===== src/rtl/cmp_seq.sv =====
// cmp_seq: sequential magnitude/equality comparator.
// Compares two WIDTH-bit operands CHUNK bits per cycle, starting with the most-significant chunk.
// The start/busy/done handshake accepts a new request only in IDLE.
// Optional build macro: CMP_EARLY_EXIT_EN. When it is defined, RUN leaves as soon as the
// first differing chunk is seen. When it is undefined, RUN always scans all N chunks.
module cmp_seq #(
  parameter int WIDTH  = 16,
  parameter int CHUNK  = 2,
  parameter int SIGNED = 0
) (
  input  logic             clk,
  input  logic             reset_n,
  input  logic             start,
  input  logic [WIDTH-1:0] a,
  input  logic [WIDTH-1:0] b,
  output logic             busy,
  output logic             done,
  output logic             aeqb,
  output logic             agtb,
  output logic             altb
);

  localparam int N  = WIDTH / CHUNK;
  localparam int CW = $clog2(N + 1);

  localparam logic [1:0] S_IDLE = 2'd0;
  localparam logic [1:0] S_RUN  = 2'd1;
  localparam logic [1:0] S_DONE = 2'd2;

  localparam logic [CW-1:0]    CNT_FULL  = CW'(N);
  localparam logic [CW-1:0]    CNT_ONE   = CW'(1);
  localparam logic [CHUNK-1:0] SIGN_MASK = CHUNK'(1) << (CHUNK - 1);

  logic [1:0]       r_state;
  logic [WIDTH-1:0] r_a;
  logic [WIDTH-1:0] r_b;
  logic [CW-1:0]    r_cnt;
  logic             r_decided;
  logic             r_gt;
  logic             r_lt;
  logic             r_busy;
  logic             r_done;
  logic             r_aeqb;
  logic             r_agtb;
  logic             r_altb;

  logic [CHUNK-1:0] w_mask;
  logic [CHUNK-1:0] w_ca;
  logic [CHUNK-1:0] w_cb;
  logic             w_diff;
  logic             w_dec_nxt;
  logic             w_gt_nxt;
  logic             w_lt_nxt;
  logic             w_exit;

  assign busy = r_busy;
  assign done = r_done;
  assign aeqb = r_aeqb;
  assign agtb = r_agtb;
  assign altb = r_altb;

  // Compare the current top chunk. A decided result is sticky, and the exit condition is derived here.
  always_comb begin
    w_mask    = {CHUNK{1'b0}};
    w_ca      = {CHUNK{1'b0}};
    w_cb      = {CHUNK{1'b0}};
    w_diff    = 1'b0;
    w_dec_nxt = 1'b0;
    w_gt_nxt  = 1'b0;
    w_lt_nxt  = 1'b0;
    w_exit    = 1'b0;
    // The sign bit lives only in the first chunk. Flipping it in both operands
    // turns a two's-complement comparison into an unsigned one.
    if ((SIGNED != 0) && (r_cnt == CNT_FULL)) begin
      w_mask = SIGN_MASK;
    end else begin
      w_mask = {CHUNK{1'b0}};
    end
    w_ca      = r_a[WIDTH-1 -: CHUNK] ^ w_mask;
    w_cb      = r_b[WIDTH-1 -: CHUNK] ^ w_mask;
    w_diff    = (w_ca != w_cb);
    w_dec_nxt = r_decided | w_diff;
    if (r_decided) begin
      w_gt_nxt = r_gt;
      w_lt_nxt = r_lt;
    end else begin
      w_gt_nxt = (w_ca > w_cb);
      w_lt_nxt = (w_ca < w_cb);
    end
`ifdef CMP_EARLY_EXIT_EN
    w_exit = (r_cnt == CNT_ONE) | (w_diff & ~r_decided);
`else
    w_exit = (r_cnt == CNT_ONE);
`endif
  end

  // Control FSM, operand shift registers, chunk counter and registered result outputs.
  always_ff @(posedge clk or negedge reset_n) begin
    if (!reset_n) begin
      r_state   <= S_IDLE;
      r_a       <= {WIDTH{1'b0}};
      r_b       <= {WIDTH{1'b0}};
      r_cnt     <= {CW{1'b0}};
      r_decided <= 1'b0;
      r_gt      <= 1'b0;
      r_lt      <= 1'b0;
      r_busy    <= 1'b0;
      r_done    <= 1'b0;
      r_aeqb    <= 1'b0;
      r_agtb    <= 1'b0;
      r_altb    <= 1'b0;
    end else begin
      case (r_state)
        S_IDLE: begin
          if (start) begin
            r_a       <= a;
            r_b       <= b;
            r_cnt     <= CNT_FULL;
            r_decided <= 1'b0;
            r_gt      <= 1'b0;
            r_lt      <= 1'b0;
            r_busy    <= 1'b1;
            r_state   <= S_RUN;
          end
        end
        S_RUN: begin
          r_a       <= r_a << CHUNK;
          r_b       <= r_b << CHUNK;
          r_cnt     <= r_cnt - CNT_ONE;
          r_decided <= w_dec_nxt;
          r_gt      <= w_gt_nxt;
          r_lt      <= w_lt_nxt;
          if (w_exit) begin
            r_busy  <= 1'b0;
            r_done  <= 1'b1;
            r_aeqb  <= ~w_dec_nxt;
            r_agtb  <= w_dec_nxt & w_gt_nxt;
            r_altb  <= w_dec_nxt & w_lt_nxt;
            r_state <= S_DONE;
          end
        end
        S_DONE: begin
          r_done  <= 1'b0;
          r_state <= S_IDLE;
        end
        default: begin
          r_busy  <= 1'b0;
          r_done  <= 1'b0;
          r_state <= S_IDLE;
        end
      endcase
    end
  end

endmodule


===== config.mk =====
export PLATFORM = sky130hd
export DESIGN_NAME = cmp_seq
export DESIGN_NICKNAME = d
export VERILOG_FILES = /design/src/rtl/cmp_seq.sv
export SDC_FILE = /design/constraint.sdc
export NUM_CORES = 1
export LEC_CHECK = 0
export CAP_MARGIN = 20
export CORE_ASPECT_RATIO = 1.25
export CORE_UTILIZATION = 52
export CTS_CLUSTER_SIZE = 24
export DETAILED_ROUTE_END_ITERATION = 8
export PLACE_DENSITY = 0.9
export SYNTH_ARGS = -nofsm -noshare
export SYNTH_HDL_FRONTEND = slang
export SYNTH_SLANG_ARGS = --single-unit
export TNS_END_PERCENT = 1

===== constraint.sdc =====
create_clock -name clk -period 1.66 [get_ports clk]
set_input_delay 0.415 -clock clk [delete_from_list [all_inputs] [get_ports clk]]
set_output_delay 0.415 -clock clk [all_outputs]
set_load 0.02 [all_outputs]

==> reports/qor.json <==
{
  "detailed_routing": {
    "routed_wl_um": 5350,
    "via_count": 1940,
    "routedWlPerCell_um": 15.9,
    "routed_via_density": 5.76,
    "initialDrtViolationCount": 95,
    "antenna_violating_nets_post_route": 0,
    "post-route-drc-count": 0,
    "drt_first_pass_iters": 4
  },
  "logic_synthesis": {
    "synthAdderAreaFrac": 0.0220,
    "total_of_flip_flops_plus_latches_after_synthesis": 46,
    "synth_compound_gate_area_share": 0.270,
    "yosys_warnings": 0,
    "proportion_of_synthesized_flip_flops_having_asynchronous_set_or_reset": 1.00,
    "synth_area_leaders": "dfrtp_1 (51%), nor2b_1 (8.5%), o21ai_0 (8.4%)",
    "ys_top_cells_by_count": "dfrtp_1 (46), o21ai_0 (38), a21oi_1 (33)",
    "synth.most_common_cell": "dfrtp_1",
    "post_synth_xor_area_fraction": 0,
    "simple_gate_area_share_of_the_yosys_netlist": 0.139,
    "dominant_combinational_cell_family_by_area_after_synthesis": "compound AO/OA/AOI/OAI gates",
    "synth.mux.area_fraction": 0.0148,
    "synth_fp_nets": 277,
    "synth_enable_flop_cells": 0,
    "post_synth_instance_area_um2": 2280,
    "synth_cell_types": 26,
    "yosys_most_used_dff": "dfrtp_1",
    "syn_avg_cell_area_um2": 9.56,
    "post-synth-top-area-fraction": 0.506,
    "yosysTopAreaCell": "dfrtp_1",
    "synthesis.instances": 238,
    "synth.yosys.seq_area_share": 0.506
  },
  "floorplanning": {
    "die_w_um": 61.2,
    "start_util": 0.551,
    "cell_row_count": 26,
    "core_um2": 4130,
    "die_height_um": 76.0,
    "die_area_um2": 4650,
    "floorplan.io_pins": 40
  },
  "timing": {
    "finalHoldViolCount": 0,
    "worst_slew_pin_slew_ns": 0.286,
    "max_clock_freq_mhz": 621,
    "max_slew_margin": 0.807,
    "unrepaired_setup_endpoints_after_global_routing": "false",
    "count_of_pins_over_their_slew_limit": 0,
    "layout_worst_path_cycle_share": 0.970,
    "layout_min_cycle_time_ns": 1.61,
    "setup_violations": 0,
    "final.setup_skew_ns": 0.00875
  },
  "worst_setup_path": {
    "worstPathBufferInverterCount": 0,
    "cp_data_arrival_time_ns": 1.81,
    "critPathMostFrequentCell": "o21ai_0",
    "cp_max_fo": 3,
    "timing.critical_path.cells": "ha_1, nor2b_1, o21ai_0, o21ai_0, mux2_2",
    "crit_end_element": "register",
    "required_arrival_time_at_the_worst_endpoint_ns": 1.86,
    "critical-path-top-delay-family": "flip-flops",
    "timing_worst_setup_path_type": "register to register",
    "timing.critical_path.slowest_cell_delay_ns": 0.41,
    "crit_path_top_delay_cell": "dfrtp_1",
    "worst_setup_path_start_kind": "register"
  },
  "clocking": {
    "clock_tree.root_cell": "clkbuf_8",
    "post_cts.repair.setup_buffers": 0,
    "clock_latency_ns": 0.31,
    "numCtsBuffers": 5,
    "postCtsHoldBufs": 0,
    "clk_pin_slew_ns": 0.09,
    "cts-htree-levels": 2,
    "cts-root-to-sink-buffers": 2,
    "tritoncts": "done",
    "clock-sinks": 46
  },
  "final_layout": {
    "insertedDiodeCount": 0,
    "layout-drive-gt1-share": 0.110,
    "layout.cells.non_filler": 337,
    "post-route-cell-area_um2": 2870,
    "final_core_util": 0.694,
    "synthToLayoutAreaGrowth_pct": 26.1,
    "layout.nets": 319
  },
  "grt": {
    "groute.usage.overall": 0.262,
    "via_count_of_the_first_global_routing_pass": 1907,
    "grt_antenna_before_repair": 0,
    "global_route.overflow_total": 0,
    "grt_max_degree": 47,
    "grt_pass1_wl_um": 9010
  },
  "placement": {
    "routabilityCongestion": 0.804,
    "post-dp-hpwl_um": 3750,
    "inst_count_dp": 329,
    "portBuffers": 39,
    "place_area_um2": 2770
  },
  "hold_path": {
    "hold_class": "primary input to asynchronous set/reset pin"
  },
  "outcome": {
    "run_status": "complete, no violations"
  },
  "power_and_ir_drop": {
    "cellPowerDensity_nw_per_um2": 1560,
    "irDropWorstVdd_uv": 774,
    "static-leakage-power_nw": 1.25
  },
  "flow_run": {
    "maxCapViolations": 0
  }
}
-- what timing repair did --
item                                   CTS  global route
setup endpoints to repair                5             1
cloned                                   0             0
pin swaps                                0             0
gates resized for setup                  5             1
endpoints found under the hold margin    0             0
-- sequential cells by signal (all words and copies together), names as in the netlist, 2 cells and up --
signal	flops
r_a	16
r_b	16
r_cnt	4
r_state	2
-- metal layers --
layer	part of all wire	routed length (um)	track usage	vias to the layer above
li1	-	-	-	930
met1	0.44	2350	0.367	952
met2	0.51	2740	0.397	50
met3	0.033	179	0.0597	8
met4	0.015	78	0.0886	0
met5	0	0	0	-
-- placed cells by master, fill, tap and decap left out, types with 2 or more instances in the layout --
| cell type | netlist | routed |
|---|---|---|
| and3b_1 | 3 | 3 |
| inv_1 | 7 | 7 |
| nor2b_1 | 31 | 29 |
| nand2_1 | 11 | 11 |
| nor2b_2 | 0 | 2 |
| nor3_1 | 2 | 2 |
| o21ai_0 | 38 | 38 |
| buf_4 | 1 | 13 |
| a21oi_1 | 33 | 33 |
| dfrtp_1 | 46 | 46 |
| mux2_2 | 3 | 3 |
| ha_1 | 4 | 4 |
| dlygate4sd2_1 | 0 | 5 |
| nor2_1 | 3 | 3 |
| a22o_1 | 4 | 4 |
| a22oi_1 | 25 | 25 |
| clkdlybuf4s50_1 | 0 | 33 |
| clkbuf_8 | 0 | 6 |
-- final timing paths --
kind                              end  slack (ns)  cells after the start    start
setup / recovery                 agtb        0.05                      5  r_a[15]
hold / removal             r_state[0]        0.07                      2  reset_n
setup reg to reg                 agtb        0.05                      5  r_a[15]
hold reg to reg                  altb        0.50                      2     altb
max in group asynchronous     r_a[13]        1.37                      2  reset_n
min in group clk                 altb        0.50                      2     altb
-- final cells by class --
class,count,area (um2)
Inverter,8,30.0
Fill cell,321,1260
Clock inverter,2,12.5
Tap cell,56,70.1
Clock buffer,6,82.6
Sequential cell,46,1150
Multi-Input combinational cell,166,1030
Timing Repair Buffer,53,497
-- metrics by stage --
stage                     setup TNS [ns]  hold slack (ns)  power [mW]  setup slack [ns]
after floorplan                        0            0.119        3.09             0.254
after global placement                 0            0.413        3.63           0.00633
after detailed placement          -0.440            0.416        3.76           -0.0617
after CTS                              0           0.0847        4.46            0.0642
after global routing                   0           0.0858        4.82            0.0122
final                                  0           0.0678        4.46            0.0495
-- cells by family (layout without fill, tap and decap cells) --
logic type      Yosys count  in the layout
compound gates          105            105
fa+ha+maj                 4              4
buf+inv                  26             69
flops                    46             46
mux                       3              3
simple gates             54             54
-- power breakdown --
group / switching, mW / total (mW) / internal, mW
clock network: 0.394 / 0.729 / 0.335
logic: 0.986 / 1.81 / 0.822
registers: 0.372 / 1.93 / 1.55
total: 1.75 / 4.46 / 2.71
No activity file was read; power rests on OpenSTA's default activity.
==> patch 1 (same flow settings) <==
Build with the macro `CMP_EARLY_EXIT_EN` defined.
--- a/src/rtl/cmp_seq.sv
+++ b/src/rtl/cmp_seq.sv
@@ -5,2 +5,4 @@
 // first differing chunk is seen. When it is undefined, RUN always scans all N chunks.
+`define CMP_EARLY_EXIT_EN
+
 module cmp_seq #(
Function: changed (a bounded check fails within 4 cycles, from zero or initial values and one cycle with reset_n low).
==> patch 1 against the unedited design <==
Die area grew 6.6%; synthesized area grew 6.8%; clock power grew 9.7%; critical endpoint is now aeqb$_DFFE_PN0P_; worst setup slack gained 0.13 ns; clock skew shrank 0.0063 ns; sequential power grew 5%; sequential share of layout area shrank 1.9 points; design area grew 5.0%; wire length shrank 2.6%; cell count grew 1.8%; highest routed layer unchanged; sequential cell count is the same; synthesized cell count grew 0.84%; total power grew 12%.
==> patch 1: results (changes against the unedited design) <==
status=completed; adder-cell share of the synthesized area=2.060% (-0.14 points); ratio of routed vias to standard cells=5.682 (-1.3%); fraction of met2 tracks used by global routing=36.34% (-3.3 points); fraction of the yosys area taken by sequential cells=47.37% (-3.2 points); list of most frequent post-synthesis cells=sky130_fd_sc_hd__dfrtp_1, sky130_fd_sc_hd__o21ai_1, sky130_fd_sc_hd__a22oi_1; Routed WL=5.208 mm (-2.6%); net switching fraction of the power=39.25% (about the same); post-synthesis net count=279 (+0.72%); Peak supply drop=0.7983 mV (+3.1%); via count of the first global-routing pass=1917 (+0.52%); Finished Core Util=67.54% (-1.9 points); Crit Path Max Fanout=8 (+5); via count=1949 (+0.46%); global-route wire length before repair=8.845 mm (-1.8%); actual slew at the worst max-slew pin=0.3655 ns (+0.07946 ns); clock distribution power=0.800 mW (+9.7%); met1 track demand over resource=31.17% (-5.5 points); violation count after the first detailed-route iteration=137 (+44%); wire length on met3=170 um (-5.0%); Total GRT Usage=23.00% (-3.2 points); power attributed to sequential cells=2.03 mW (+5%); WL met1=2.325 mm (-1.1%); largest delay contributor family on the critical path=compound AO/OA/AOI/OAI gates; well-tap cell count=58 (+3.6%); area fraction in compound gates after synthesis=29.97% (+2.9 points); global routing usage on met3=3.488% (-2.5 points); DP HPWL=3.549 mm (-5.4%); largest cells by area after synthesis=sky130_fd_sc_hd__dfrtp_1, sky130_fd_sc_hd__a22oi_1, sky130_fd_sc_hd__o21ai_1; Leak=1.277 nW (+2.0%); met2 wire length=2.637 mm (-3.7%); slowest stage delay, CP=0.36 ns (-0.05 ns); crit path DAT=1.71 ns (-0.10 ns); final estimated routing congestion in global placement=0.8307 (+3.3%); Post-Place Cells=335 (+1.8%); share of synthesized area spent on multiplexers=0.4634% (-1.0 points); fill cell total of the finished layout=361 (+12%); clock network contribution to total cell area=3.656% (+0.34 points); Bufs and invs on worst path=1 (+1); final net count=323 (+1.3%); number of buffers other than clock buffers in the final layout=55 (+3.8%); Post-Route Hold Slack=0.07021 ns (+0.002368 ns); placed cell area=0.002908 mm2 (+4.8%); multi-input logic cell count=168 (+1.2%); Signal buf overhead=17.82% (+0.51 points); cell count after synthesis=240 (+0.84%)
==> patch 1: path summary, 6_finish.rpt <==
path / from / endpoint / cells past startpoint
worst max register to register: r_b[15]$_DFFE_PN0P_ / aeqb$_DFFE_PN0P_ / 6
worst min-delay path: reset_n / r_cnt[2]$_DFFE_PN0P_ / 2
min in group clk: altb$_DFFE_PN0P_ / altb$_DFFE_PN0P_ / 2
worst min register to register: altb$_DFFE_PN0P_ / altb$_DFFE_PN0P_ / 2
max in group asynchronous: reset_n / r_cnt[3]$_DFFE_PN0P_ / 2
worst max-delay path: r_b[15]$_DFFE_PN0P_ / aeqb$_DFFE_PN0P_ / 6
==> patch 1: per-stage QoR <==
stage | setup WS (ns) | power, mW
2_1_floorplan | 0.3541 | 3.611
3_3_place_gp | -0.004951 | 4.133
3_5_place_dp | -0.04047 | 4.253
4_1_cts | 0.1508 | 5.011
5_1_grt | 0.004068 | 5.369
6_report | 0.1751 | 5.008
==> patch 2 (config.mk and constraints unchanged) <==
Without the edit above. Make the reset (`reset_n`) synchronous in one clocked block.
--- a/src/rtl/cmp_seq.sv
+++ b/src/rtl/cmp_seq.sv
@@ -97,3 +97,3 @@
   // Control FSM, operand shift registers, chunk counter and registered result outputs.
-  always_ff @(posedge clk or negedge reset_n) begin
+  always_ff @(posedge clk) begin
     if (!reset_n) begin
Formal check against the unedited RTL: differs if reset_n is asserted again (counterexample within 4 cycles, from zero or initial values and one cycle with reset_n low); with reset_n held inactive, the same outputs for 10 cycles.
==> patch 2 against the unedited design <==
Utilization up 3.0 points; wire length is 5.1% lower; die area decreased by 4.4%; sequential cell count unchanged; worst setup slack gained 0.096 ns; fmax increased by 6.3%; design area shrank 2.0%; largest cell class is now multi-input gates; synthesized area is 4.5% lower.
Power is not compared: it rests on default switching activity, and its combinational part moved more than twofold at a synthesized area within 25%.
==> patch 2: results (changes against the unedited design) <==
slowest stage delay, CP=0.51 ns (+0.10 ns); post-synthesis xor/xnor area fraction=0% (unchanged); Final Skew=0.01263 ns (+0.003879 ns); status=completed; Critical-path top delay cell=sky130_fd_sc_hd__dfxtp_1; Total GRT Usage=24.39% (-1.9 points); Post-Place Setup Slack=-0.04953 ns (+0.01218 ns); number of distinct library cell variants in the gate-level netlist after synthesis=35 (+35%); cell count after synthesis=283 (+19%); fraction of registers with async set or reset after synthesis=0% (-100 points); per-cell routed wire length=13.50 um (-15%); post-synthesis net count=322 (+16%); worst min path class=reg2reg; share of synthesized area spent on multiplexers=0.5181% (-0.97 points); fraction of the yosys area taken by sequential cells=42.37% (-8.2 points); fraction of final layout cells with drive strength greater than 1=9.006% (-2.0 points); DP HPWL=3.509 mm (-6.4%); actual slew at the worst max-slew pin=0.4273 ns (+0.1413 ns); ratio of routed vias to standard cells=5.465 (-5.1%); via count=2055 (+5.9%); top flip-flop cell by instance count after synthesis=sky130_fd_sc_hd__dfxtp_1; violation count after the first detailed-route iteration=114 (+20%); maximum number of pins on one net before global-route repair=47 (unchanged); total of cells resized after clock tree synthesis=3 (-2); final estimated routing congestion in global placement=0.8036 (about the same); Post-Place Cells=368 (+12%); global-route wire length before repair=8.266 mm (-8.3%); via count of the first global-routing pass=1869 (-2.0%); final net count=360 (+13%); buffers added on ports=39 (unchanged); list of most frequent post-synthesis cells=sky130_fd_sc_hd__dfxtp_1, sky130_fd_sc_hd__o21ai_0, sky130_fd_sc_hd__nand2_1; worst reg2reg path depth=4 (-1); adder-cell share of the synthesized area=2.303% (+0.10 points); area fraction in compound gates after synthesis=29.19% (+2.1 points); largest cells by area after synthesis=sky130_fd_sc_hd__dfxtp_1, sky130_fd_sc_hd__o21ai_0, sky130_fd_sc_hd__a21oi_1; crit path DAT=1.75 ns (-0.06 ns)
## patch 2: final timing paths
kind                            from                    to  slack (ns)
max          r_state[1]$_SDFFE_PN0P_  r_b[10]$_SDFFE_PN0P_        0.15
min                altb$_SDFFE_PN0P_     altb$_SDFFE_PN0P_        0.46
max reg2reg  r_state[1]$_SDFFE_PN0P_  r_b[10]$_SDFFE_PN0P_        0.15
min reg2reg        altb$_SDFFE_PN0P_     altb$_SDFFE_PN0P_        0.46
## patch 2: through the flow
| step | hold WS, ns | area [um2] |
|---|---|---|
| after global routing | 0.5085 | 2810 |
| after detailed placement | 0.4581 | 2666 |
| final | 0.4640 | 2810 |
| after CTS | 0.4680 | 2805 |
| after global placement | 0.4518 | 2666 |
| after floorplan | 0.4412 | 2173 |
## patch 2: kinds of logic after synthesis
kind of cell / after synthesis
compound gates: 112
simple gates: 91
mux: 1
fa+ha+maj: 4
buf+inv: 29
flops: 46
## patch 2: critical path: cells and delay by family, from the launching register on
family	cells	cell delay (ns)
simple gates	1	0.38
flops	1	0.51
buf+inv	1	0.19
compound gates	2	0.37
## patch 2: power by group
group | internal, mW | switching, mW
clock | 0.642 | 0.370
combinational | 0.253 | 0.247
sequential | 1.20 | 0.0710
total | 2.10 | 0.688
## patch 2: layer usage
metal	global-route usage (%)	vias up	wire length (um)
met4	7.235	0	65
met1	30.09	923	2202
met2	42.22	67	2586
li1	-	1057	-
met5	0	-	0
met3	5.217	8	220
## patch 2: cell type report
cell class                      instances  area (um2)
Clock buffer                            6       82.58
Fill cell                             322        1069
Timing Repair Buffer                   54       541.8
Multi-Input combinational cell        208        1115
Inverter                                6       22.52
Sequential cell                        46       920.9
Clock inverter                          2       60.06
Tap cell                               54       67.56
